## config.mk

```make
export PLATFORM = sky130hd
export DESIGN_NAME = hood_mode_sequencer
export DESIGN_NICKNAME = d
export VERILOG_FILES = /design/src/rtl/hood_mode_sequencer.sv
export SDC_FILE = /design/constraint.sdc
export NUM_CORES = 1
export LEC_CHECK = 0
export BUFFER_PORTS_ARGS = -buffer_cell sky130_fd_sc_hd__buf_2
export CORE_MARGIN = 5
export CORE_UTILIZATION = 45
export DETAILED_ROUTE_END_ITERATION = 10
export PLACE_DENSITY = 0.65
export SKIP_CTS_REPAIR_TIMING = 1
export SLEW_MARGIN = 40
export SYNTH_ARGS = -nofsm -noshare
export SYNTH_HDL_FRONTEND = slang
export SYNTH_SLANG_ARGS = --single-unit
```

## constraint.sdc

```tcl
create_clock -name clk -period 3.3 [get_ports clk]
set_clock_uncertainty 0.2 [all_clocks]
set_input_delay 0.33 -clock clk [delete_from_list [all_inputs] [get_ports clk]]
set_output_delay 0.33 -clock clk [all_outputs]
set_load 0.02 [all_outputs]
```

## src/rtl/hood_mode_sequencer.sv

```systemverilog
// Hood mode sequencer: owns current_mode, edge-detects the user buttons and the
// third-mode toggle, arbitrates simultaneous requests and runs the timed modes
// (THIRD, CLEAN) and the STAND idle timeout.
//
// state  | meaning
// -------+--------------------------------------------------------------
// OFF    | hood powered down; only a power rise is honoured
// STAND  | powered, idle; menu arms gear selection, idle timeout runs
// FIRST  | first gear
// SECOND | second gear
// THIRD  | hurricane mode, timed, once per power-on, drops to SECOND
// CLEAN  | self-clean, timed, only power is honoured, drops to OFF

// Mode encodings normally come from parameters.vh; these defaults keep the
// file self-contained and are skipped when the shared header is present.
`ifndef MODE_WIDTH
`define MODE_WIDTH 3
`endif
`ifndef OFF_MODE
`define OFF_MODE 3'd0
`endif
`ifndef STAND_MODE
`define STAND_MODE 3'd1
`endif
`ifndef FIRST_MODE
`define FIRST_MODE 3'd2
`endif
`ifndef SECOND_MODE
`define SECOND_MODE 3'd3
`endif
`ifndef THIRD_MODE
`define THIRD_MODE 3'd4
`endif
`ifndef CLEAN_MODE
`define CLEAN_MODE 3'd5
`endif

module hood_mode_sequencer #(
    parameter int CNT_W         = 8,
    parameter int THIRD_SECONDS = 60,
    parameter int CLEAN_SECONDS = 180,
    parameter int STAND_TIMEOUT = 30
) (
    input  logic                   clk,
    input  logic                   rstn,
    input  logic                   tick_1s,
    input  logic                   power_signal,
    input  logic                   menu_signal,
    input  logic                   first_signal,
    input  logic                   second_signal,
    input  logic                   clean_signal,
    input  logic                   third_toggle,
    output logic [`MODE_WIDTH-1:0] current_mode,
    output logic [CNT_W-1:0]       countdown_sec,
    output logic                   third_used,
    output logic                   mode_changed
);

    typedef enum logic [`MODE_WIDTH-1:0] {
        MODE_OFF    = `OFF_MODE,
        MODE_STAND  = `STAND_MODE,
        MODE_FIRST  = `FIRST_MODE,
        MODE_SECOND = `SECOND_MODE,
        MODE_THIRD  = `THIRD_MODE,
        MODE_CLEAN  = `CLEAN_MODE
    } mode_e;

    // Bit positions inside the button vector.
    localparam int B_POWER  = 0;
    localparam int B_MENU   = 1;
    localparam int B_FIRST  = 2;
    localparam int B_SECOND = 3;
    localparam int B_CLEAN  = 4;
    localparam int B_THIRD  = 5;

    localparam logic [CNT_W-1:0] LOAD_STAND = CNT_W'(STAND_TIMEOUT);
    localparam logic [CNT_W-1:0] LOAD_THIRD = CNT_W'(THIRD_SECONDS);
    localparam logic [CNT_W-1:0] LOAD_CLEAN = CNT_W'(CLEAN_SECONDS);

    mode_e            mode_q, mode_d;
    logic [CNT_W-1:0] cnt_q, cnt_d;
    logic             used_q, used_d;
    logic             armed_q, armed_d;
    logic             changed_q, changed_d;
    logic [5:0]       btn_prev_q, btn_prev_d;

    logic [5:0]       btn_now;
    logic [5:0]       btn_rise;
    logic             timed_mode;
    logic             expire;

    assign btn_now  = {third_toggle, clean_signal, second_signal,
                       first_signal, menu_signal, power_signal};
    assign btn_rise = btn_now & ~btn_prev_q;

    // Next-state: arbitration by priority, then entry loads / timer update.
    always_comb begin
        mode_d     = mode_q;
        cnt_d      = cnt_q;
        used_d     = used_q;
        armed_d    = armed_q;
        btn_prev_d = btn_now;

        timed_mode = (mode_q == MODE_STAND) || (mode_q == MODE_THIRD) ||
                     (mode_q == MODE_CLEAN);
        expire     = timed_mode && tick_1s && (cnt_q == CNT_W'(1));

        if (btn_rise[B_POWER]) begin
            mode_d = (mode_q == MODE_OFF) ? MODE_STAND : MODE_OFF;
        end else if (expire) begin
            mode_d = (mode_q == MODE_THIRD) ? MODE_SECOND : MODE_OFF;
        end else begin
            case (mode_q)
                MODE_STAND: begin
                    if (btn_rise[B_THIRD] && !used_q)
                        mode_d = MODE_THIRD;
                    else if (armed_q && btn_rise[B_SECOND])
                        mode_d = MODE_SECOND;
                    else if (armed_q && btn_rise[B_FIRST])
                        mode_d = MODE_FIRST;
                    else if (armed_q && btn_rise[B_CLEAN])
                        mode_d = MODE_CLEAN;
                    else if (btn_rise[B_MENU])
                        armed_d = 1'b1;
                end
                MODE_FIRST: begin
                    if (btn_rise[B_SECOND])
                        mode_d = MODE_SECOND;
                    else if (btn_rise[B_MENU])
                        mode_d = MODE_STAND;
                end
                MODE_SECOND: begin
                    if (btn_rise[B_FIRST])
                        mode_d = MODE_FIRST;
                    else if (btn_rise[B_MENU])
                        mode_d = MODE_STAND;
                end
                default: ;
            endcase
        end

        // A mode change always reloads the timer, so a coincident tick is lost.
        if (mode_d != mode_q) begin
            armed_d = 1'b0;
            case (mode_d)
                MODE_OFF: begin
                    cnt_d  = '0;
                    used_d = 1'b0;
                end
                MODE_STAND: cnt_d = LOAD_STAND;
                MODE_THIRD: begin
                    cnt_d  = LOAD_THIRD;
                    used_d = 1'b1;
                end
                MODE_CLEAN: cnt_d = LOAD_CLEAN;
                default:    cnt_d = '0;
            endcase
        end else if ((mode_q == MODE_STAND) && (|btn_rise[5:1])) begin
            cnt_d = LOAD_STAND;
        end else if (timed_mode && tick_1s && (cnt_q != '0)) begin
            cnt_d = cnt_q - CNT_W'(1);
        end

        changed_d = (mode_d != mode_q);
    end

    // State and output registers.
    always_ff @(posedge clk or negedge rstn) begin
        if (!rstn) begin
            mode_q     <= MODE_OFF;
            cnt_q      <= '0;
            used_q     <= 1'b0;
            armed_q    <= 1'b0;
            changed_q  <= 1'b0;
            btn_prev_q <= '0;
        end else begin
            mode_q     <= mode_d;
            cnt_q      <= cnt_d;
            used_q     <= used_d;
            armed_q    <= armed_d;
            changed_q  <= changed_d;
            btn_prev_q <= btn_prev_d;
        end
    end

    assign current_mode  = mode_q;
    assign countdown_sec = cnt_q;
    assign third_used    = used_q;
    assign mode_changed  = changed_q;

endmodule

```

## Word level (Yosys, flattened, before mapping)

Cells that the tools add are included.

| word-level totals | value |
|---|---|
| register bits after elaboration | 20 |

| cells by class | value |
|---|---|
| add/subtract/negate cells | 1 |
| eq/ne operators | 16 |
| multiplexer cells | 26 |
| bitwise logic cells | 2 |
| reductions and logical operators | 21 |

Operators with widths:

| kind | number |
|---|---|
| 3-bit 2-to-1 mux | 9 |
| 8-bit 2-to-1 mux | 3 |
| 8-bit case mux with 3 select lines | 1 |
| 3-bit == test (second input constant) | 4 |
| 2-bit != test (second input constant) | 6 |
| 1-bit 2-to-1 mux | 10 |
| 3-bit case mux with 3 select lines | 1 |
| 8-bit by 1-bit == test with 1-bit output (second input constant) | 1 |
| 1-bit logical AND | 8 |
| 8-bit AND reduction | 1 |
| 8-bit nonzero test | 1 |
| 8-bit by 1-bit subtractor with 8-bit output (second input constant) | 1 |
| 6-bit bitwise AND | 1 |
| 3-bit by 1-bit == test with 1-bit output (second input constant) | 2 |
| 3-bit by 2-bit == test with 1-bit output (second input constant) | 2 |
| 3-bit zero test | 2 |
| 6-bit inverter | 1 |
| 2-bit nonzero test | 3 |
| 5-bit OR reduction | 1 |
| 3-bit != test | 1 |
| 3-bit nonzero test | 1 |
| 1-bit logical OR | 2 |
| 2-bit 2-to-1 mux | 1 |
| 1-bit case mux with 2 select lines | 1 |
| other kinds (2) | 2 |

## Longest topological paths before layout

Gate-level depths: netlist (run 1).

| logic depth | value |
|---|---|
| depth after elaboration | 13 |
| mapped depth | 13 |
| mapped depth without buffers | 11 |

## Worst setup path before layout (run 1)

OpenSTA, ideal clock, no wires.

| timing path | value |
|---|---|
| path kind | register to register |
| start | register cnt_q[0] (netlist: countdown_sec[0]) |
| end | register used_q (netlist: third_used) |
| arrival time | 2867 ps |
| required time | 2975 ps |
| path slack | 108 ps |
| stages on the path, launching flop included | 12 |
| period minus slack after synthesis | 3192 ps |
| cells stage by stage | dfrtp_1 ha_1 or3b_1 or4_1 buf_6 nand2_8 a22oi_4 and2_4 and3_4 buf_6 or3_1 mux2_4 |

| on the way | value |
|---|---|
| cells in the longest elaborated chain, start to end | 7 |

Ends and longest elaborated chain:

| element | RTL line | source |
|---|---|---|
| from (decl) | 81 | `logic [CNT_W-1:0] cnt_q, cnt_d;` |
| from (signal assigned) | 178 | `cnt_q <= cnt_d;` |
| 8-bit by 1-bit == test with 1-bit output (*) | 106 | `expire = timed_mode && tick_1s && (cnt_q == CNT_W'(1));` |
| 1-bit logical AND (*) | 106 |  |
| 3-bit 2-to-1 mux (*) | 110 | `end else if (expire) begin` |
| 3-bit 2-to-1 mux (*) | 108 | `if (btn_rise[B_POWER]) begin` |
| 3-bit == test / 3-bit zero test (equally long branches) | 145 | `case (mode_d)` |
| 2-bit nonzero test (no source line) | - |  |
| 2-bit AND reduction (no source line) | - |  |
| to (signal assigned) | 179 | `used_q <= used_d;` |
| to (decl) | 82 | `logic used_q, used_d;` |

Mark *: on every way between the ends. The rest lies on a longest branch, timed or not.
A chain may end at the register's enable or synchronous reset.

## Worst setup path after layout (run 1)

| timing path | value |
|---|---|
| start | register cnt_q[1] (netlist: countdown_sec[1]) |
| end | register used_q (netlist: third_used) |

| on the way | value |
|---|---|
| cells in the longest elaborated chain, start to end | 7 |

Ends and longest elaborated chain:

| element | RTL line | source |
|---|---|---|
| 8-bit by 1-bit == test with 1-bit output (*) | 106 |  |
| 1-bit logical AND (*) | 106 |  |
| 3-bit 2-to-1 mux (*) | 110 |  |
| 3-bit 2-to-1 mux (*) | 108 |  |
| via mode_d[0] | 80 | `mode_e mode_q, mode_d;` |
| 3-bit == test / 3-bit zero test (equally long branches) | 145 |  |
| 2-bit nonzero test (no source line) | - |  |
| 2-bit AND reduction (no source line) | - |  |

The timed path passes the listed nets; every way through them passes the cells marked *.

==> results of run 1 <==
[cell usage after synthesis (2+ instances only)]
cell / number
nor3_1: 4
nor2_1: 18
dfrtp_1: 20
clkbuf_1: 2
nand2b_1: 5
nand3_1: 2
or3_1: 3
nand2_1: 6
buf_6: 2
a311oi_1: 3
a41oi_1: 2
nor2b_1: 5
a31oi_1: 4
nor4_1: 5
a21oi_1: 3
xnor2_1: 3
o21a_1: 2
o21ai_0: 2
ha_1: 2
o22ai_1: 2
mux2i_1: 2
inv_1: 6
buf_4: 2
[sequential cells by signal (all words and copies together) (netlist names)]
name	count
countdown_sec	8
btn_prev_q	6
current_mode	3
armed_q	1
mode_changed	1
third_used	1
[cell families after synthesis]
kind of cell / count (synthesis) / share of synthesized area (%)
and+or+nand+nor: 63 / 28.3
muxes: 3 / 2.68
AOI/OAI and AO/OA: 33 / 20.6
buffers and inverters: 13 / 5.46
DFF: 20 / 38.4
xor gates and xnor gates: 4 / 2.69
adders and majority gates: 2 / 1.92
[power groups by stage]
stage	sequential (uW)	combinational, uW	clock, uW
floorplan	469	520	0
global placement	399	789	0
detailed placement	403	804	0
CTS	398	809	208
global route	414	906	222
finish	398	822	205
[final cells by class]
type | instances | area (sq um)
Clock buffer | 3 | 22.5
Clock inverter | 1 | 30.0
Fill cell | 259 | 1170
Inverter | 7 | 26.3
Multi-Input combinational cell | 105 | 737
Sequential cell | 20 | 500
Tap cell | 31 | 38.8
Timing Repair Buffer | 35 | 228
[placed cells by master (no fill, tap or decap), drive strengths merged, types with 3 or more instances in the layout]
cell type	netlist	layout
dfrtp	20	20
a21oi	3	3
a311oi	3	3
nor2	18	18
inv	7	7
buf	4	28
nor3	4	4
nand2b	5	5
a31oi	5	5
nand2	7	7
or3	3	3
xnor2	3	3
nor4	5	5
dlygate4sd3	0	7
nor2b	5	5
clkbuf	2	3
[worst paths after layout]
kind	from	end	slack, ps
worst min register to register	third_used	third_used	360
worst max register to register	countdown_sec[1]	third_used	210
min in group clk	third_used	third_used	360
worst min-delay path	rstn	countdown_sec[5]	290
max in group asynchronous	rstn	current_mode[1]	2300
worst max-delay path	countdown_sec[1]	third_used	210
[routing by layer]
metal | share of wire [%] | track usage, %
met1 | 48 | 24.7
met2 | 47 | 25.1
met3 | 3.5 | 2.10
met4 | 2.0 | 7.79
met5 | 0 | 0
[per-stage QoR]
stage | area [sq um] | util, % | setup WS (ps)
6_report | 1580 | 57.4 | 214
5_1_grt | 1580 | 57.4 | -3.68
4_1_cts | 1510 | 54.7 | 91.0
3_5_place_dp | 1460 | 52.8 | 120
3_3_place_gp | 1460 | 52.8 | 156
2_1_floorplan | 1310 | - | 108
==> summary.md, run 1 <==
| Metric | Value |
|---|---|
| DR WL/cell | 16.5 microns |
| Pre-antenna DRT Iters | 4 |
| Sequential area share after synthesis | 38.4% |
| Drt initial violations | 53 |
| Clk pwr share | 14.4% |
| Power Density | 900 nW/um^2 |
| First-pass GRT wire length | 5690 microns |
| Delay-heaviest family, CP | simple AND/OR/NAND/NOR gates |
| Clock Latency Late Sink | 310 ps |
| Synth Warn # | 0 |
| Hold Slack | 291 ps |
| Final TNS setup | 0 ps |
| I/O Buffers | 21 |
| R2R depth | 9 |
| Critical path depth | 9 |
| Status | complete, no violations |
| Biggest area consumer among synthesized cells | dfrtp_1 |
| Fmax | 0.324 GHz |
| Hold Fails Final Rpt | 0 |
| Remaining DRCs | 0 |
| Main synth FF type | dfrtp_1 |
| TritonCTS clock tree | built |
| H-tree depth | 1 |
| Vias | 1222 |
| Vias in the first global route | 1172 |
| Buf/Inv on CP | 2 |
| Sequential power share | 27.9% |
| VDD IR max | 0.637 mV |
| Rows | 19 |
| Setup crit end kind | flip-flop |
| Worst Path Required | 3310 ps |
| Slew @ Worst Pin | 737 ps |
| Initial antenna violation count | 0 |
| Clock slew at reported path FFs | 120 ps |
| Initial cell density of the core | 47.3% |
| Leakage power total | 0.000734 uW |
| Crit Path Class | reg -> reg |
| Post-synth top area share | 38.4% |
| Ports | 22 |
| Routability cong. | 0.853 |
| Placed insts | 191 |
| Slew Limit Fails | 0 |
| Minimum clock period after layout | 3090 ps |
| Post-synth EDFFs | 0 |
| Bufs on Longest Clock Path | 2 |
| Switching portion of total power | 45.4% |
| GRT Overall Usage | 17.0% |
| Core ar. | 2760 sq um |
| Crit share post-route | 93.5% |
| Arrival time at the worst endpoint | 3090 ps |
| CP startpoint kind | flip-flop |
| Internal power | 778 uW |
| Slew HR | 50.3% |
| Top cells by area, synth | dfrtp_1 38%, nor2_1 5.2%, nand2b_1 2.4% |
| Mapped Area | 1310 sq um |
| CTS Buf Count | 3 |
| N_diodes | 0 |
| HP Class | in -> async |
| Synth async-reset ratio | 100% |
| Crit-path max FO | 6 |
| Switching pwr | 646 uW |
| Post-Syn Nets | 149 |
| Yosys cell types | 56 |
| Avg Cell Area, Syn | 9.46 sq um |
| CTS Root Cell | clkbuf_4 |
| Cells after Synth | 138 |
| Power, Total | 1420 uW |
| Crit-path max cell delay | 620 ps |
| Slowest-stage cell, CP | or4_4 |
| Final wirelength | 3330 microns |
| CP cell instances | inv_1 > ha_1 > or3b_1 > or4_4 > nand2_8 > o32a_1 > inv_1 > or3_1 > mux2_4 |
| Max_cap viols | 0 |
| Global route overflow | 0 |
| Proportion of layout cells with a drive suffix above 1 | 27.5% |
| # clock sinks | 20 |
| Final net count | 183 |
| Die Y | 63.9 microns |
| Detail Placement HPWL | 2470 microns |
| Die area | 4080 sq um |
| #FFs+latches synth | 20 |
| Most frequent CP cell | inv_1 |
| Layout area overhead | 21.3% |
| Post-route antenna net violation count | 0 |
| Endpoints failing setup | 0 |
| Final Non-Filler Cells | 202 |
| Pin count of the biggest net entering global routing | 21 |
| Comb pwr share | 57.7% |
| Via density | 6.05 |
| Die width | 63.9 microns |
Note: power is estimated with default switching activity, not from simulation.
==> inputs of run 2 (changes only) <==
--- a/config.mk
+++ b/config.mk
@@ -7,9 +7,9 @@
 export LEC_CHECK = 0
 export BUFFER_PORTS_ARGS = -buffer_cell sky130_fd_sc_hd__buf_2
 export CORE_MARGIN = 5
-export CORE_UTILIZATION = 45
+export CORE_UTILIZATION = 55
 export DETAILED_ROUTE_END_ITERATION = 10
-export PLACE_DENSITY = 0.65
+export PLACE_DENSITY = 0.77
 export SKIP_CTS_REPAIR_TIMING = 1
 export SLEW_MARGIN = 40
 export SYNTH_ARGS = -nofsm -noshare
==> summary.md, run 2 (same netlist as run 1, synthesis figures left out) <==
| Metric | Value |
|---|---|
| Status | complete, no violations |
| Slew @ Worst Pin | 494 ps (-243 ps) |
| Pre-antenna DRT Iters | 4 (unchanged) |
| CTS Buf Count | 3 (unchanged) |
| Filler cells | 179 (-31%) |
| Commonest non-fill, non-tap cell in the layout | buf_2 |
| CP startpoint kind | flip-flop |
| Setup crit end kind | flip-flop |
| Drt initial violations | 80 (+51%) |
| Arrival time at the worst endpoint | 3170 ps (+80 ps) |
| Delay-heaviest family, CP | simple AND/OR/NAND/NOR gates |
| Initial cell density of the core | 58.4% (+11 points) |
| Largest register FFs | 8 (unchanged) |
| I/O Buffers | 21 (unchanged) |
| H-tree depth | 1 (unchanged) |
| Ports | 22 (unchanged) |
| Minimum clock period after layout | 3170 ps (+80.8 ps) |
| Most frequent cells in the layout | 21 x buf_2, 20 x dfrtp_1, 18 x nor2_1 |
| VDD IR max | 0.652 mV (+2.3%) |
| CP cell instances | inv_1 > ha_1 > or3b_1 > or4_4 > nand2_8 > a22oi_4 > and2_4 > and3_4 > or3_1 > mux2_4 |
| Slew HR | 66.6% (+16 points) |
| N_diodes | 0 (unchanged) |
| Global route overflow | 0 (unchanged) |
| Pin count of the biggest net entering global routing | 21 (unchanged) |
| Leakage power total | 0.000724 uW (-1.3%) |
| Final instance area | 1570 sq um (-1.1%) |
| Final TNS setup | 0 ps (unchanged) |
| HP Class | in -> async |
| Worst Path Required | 3300 ps (about the same) |
| Max_cap viols | 0 (unchanged) |
| Power, Total | 1370 uW (-3.6%) |
| Crit-path max FO | 7 (+1) |
| GRT Overall Usage | 20.7% (+3.6 points) |
| Final net count | 182 (-0.55%) |
| Slowest-stage cell, CP | or4_4 |
| Proportion of layout cells with a drive suffix above 1 | 28.2% (+0.75 points) |
| TritonCTS clock tree | built |
| Remaining DRCs | 0 (unchanged) |
| Power Density | 878 nW/um^2 (-2.5%) |
| Bufs on Longest Clock Path | 2 (unchanged) |
| Post-route antenna net violation count | 0 (unchanged) |
| First-pass GRT wire length | 5360 microns (-5.8%) |
| # clock sinks | 20 (unchanged) |
| Clock Latency Late Sink | 310 ps (about the same) |
| Endpoints failing setup | 0 (unchanged) |
| Die width | 58.7 microns (-8.1%) |
| Routability cong. | 0.883 (+3.5%) |
| Slew Limit Fails | 0 (unchanged) |
| Clock slew at reported path FFs | 120 ps (about the same) |
| Via density | 6.20 (+2.5%) |
| Layout area overhead | 19.9% |
| Placed insts | 187 (-2.1%) |
| CTS Root Cell | clkbuf_4 |
| DR WL/cell | 16.6 microns (+0.70%) |
| Crit-path max cell delay | 620 ps (about the same) |
| Final Non-Filler Cells | 198 (-2.0%) |
| Vias in the first global route | 1086 (-7.3%) |
| Area after DPL | 1450 sq um (-0.77%) |
| Die area | 3450 sq um (-15%) |
| Initial antenna violation count | 0 (unchanged) |
| Final wirelength | 3280 microns (-1.3%) |
| RSZ-0062 raised after global routing | false |
| Rows | 17 (-2) |
| Crit share post-route | 96.0% (+2.4 points) |
| Crit Path Class | reg -> reg |
| Vias | 1228 (+0.49%) |
| Buf/Inv on CP | 1 (-1) |
| Die Y | 58.7 microns (-8.1%) |
| Core ar. | 2230 sq um (-19%) |
| Detail Placement HPWL | 2490 microns (+0.84%) |
| Hold Fails Final Rpt | 0 (unchanged) |
| Fmax | 0.316 GHz (-2.6%) |
-- run 2: changes by cell type in the layout (fill, tap and decap cells not counted), sizes merged --
| cell | previous run | this run |
|---|---|---|
| buf | 28 | 27 |
| bufinv | 1 | 0 |
| clkbuf | 3 | 4 |
-- run 2: worst paths after layout --
kind / start / end / slack, ps / cells after the start
max: countdown_sec[1] / third_used / 130 / 10
min: rstn / countdown_sec[7] / 290 / 2
max reg2reg: countdown_sec[1] / third_used / 130 / 10
min reg2reg: countdown_sec[7] / countdown_sec[7] / 370 / 1
max in group asynchronous: rstn / armed_q / 2300 / 2
min in group clk: countdown_sec[7] / countdown_sec[7] / 370 / 1
-- run 2: cell type report --
type                       count  area, sq um  area share [%]
tap                           28         35.0            2.24
sequential                    20          500            32.0
inverter                       7         26.3            1.68
timing repair buffer          34          220            14.1
multi-input combinational    105          747            47.7
clock buffer                   4         36.3            2.32
-- run 2: through the flow --
step	utilization, %	worst slack, ps	hold slack (ps)
finish	70.1	133	286
global route	70.1	23.1	300
CTS	66.3	21.8	-250
detailed placement	64.7	53.5	98.5
global placement	64.7	115	98.7
floorplan	-	108	-166
-- run 2: routing by layer --
| metal | vias up | global-route usage [%] | share of wire [%] | routed length [microns] |
|---|---|---|---|---|
| li1 | 578 | - | - | - |
| met1 | 590 | 28.7 | 43 | 1410 |
| met2 | 53 | 30.9 | 47 | 1530 |
| met3 | 7 | 4.82 | 8.0 | 264 |
| met4 | 0 | 8.41 | 2.1 | 69 |
| met5 | - | 0 | 0 | 0 |
-- run 2: where the power goes --
group | internal, uW | switching, uW | leakage (uW)
Sequential | 319 | 85.9 | 0.000252
Clock | 67.5 | 80.0 | 0.0000210
Combinational | 340 | 482 | 0.000451
Total | 726 | 647 | 0.000724
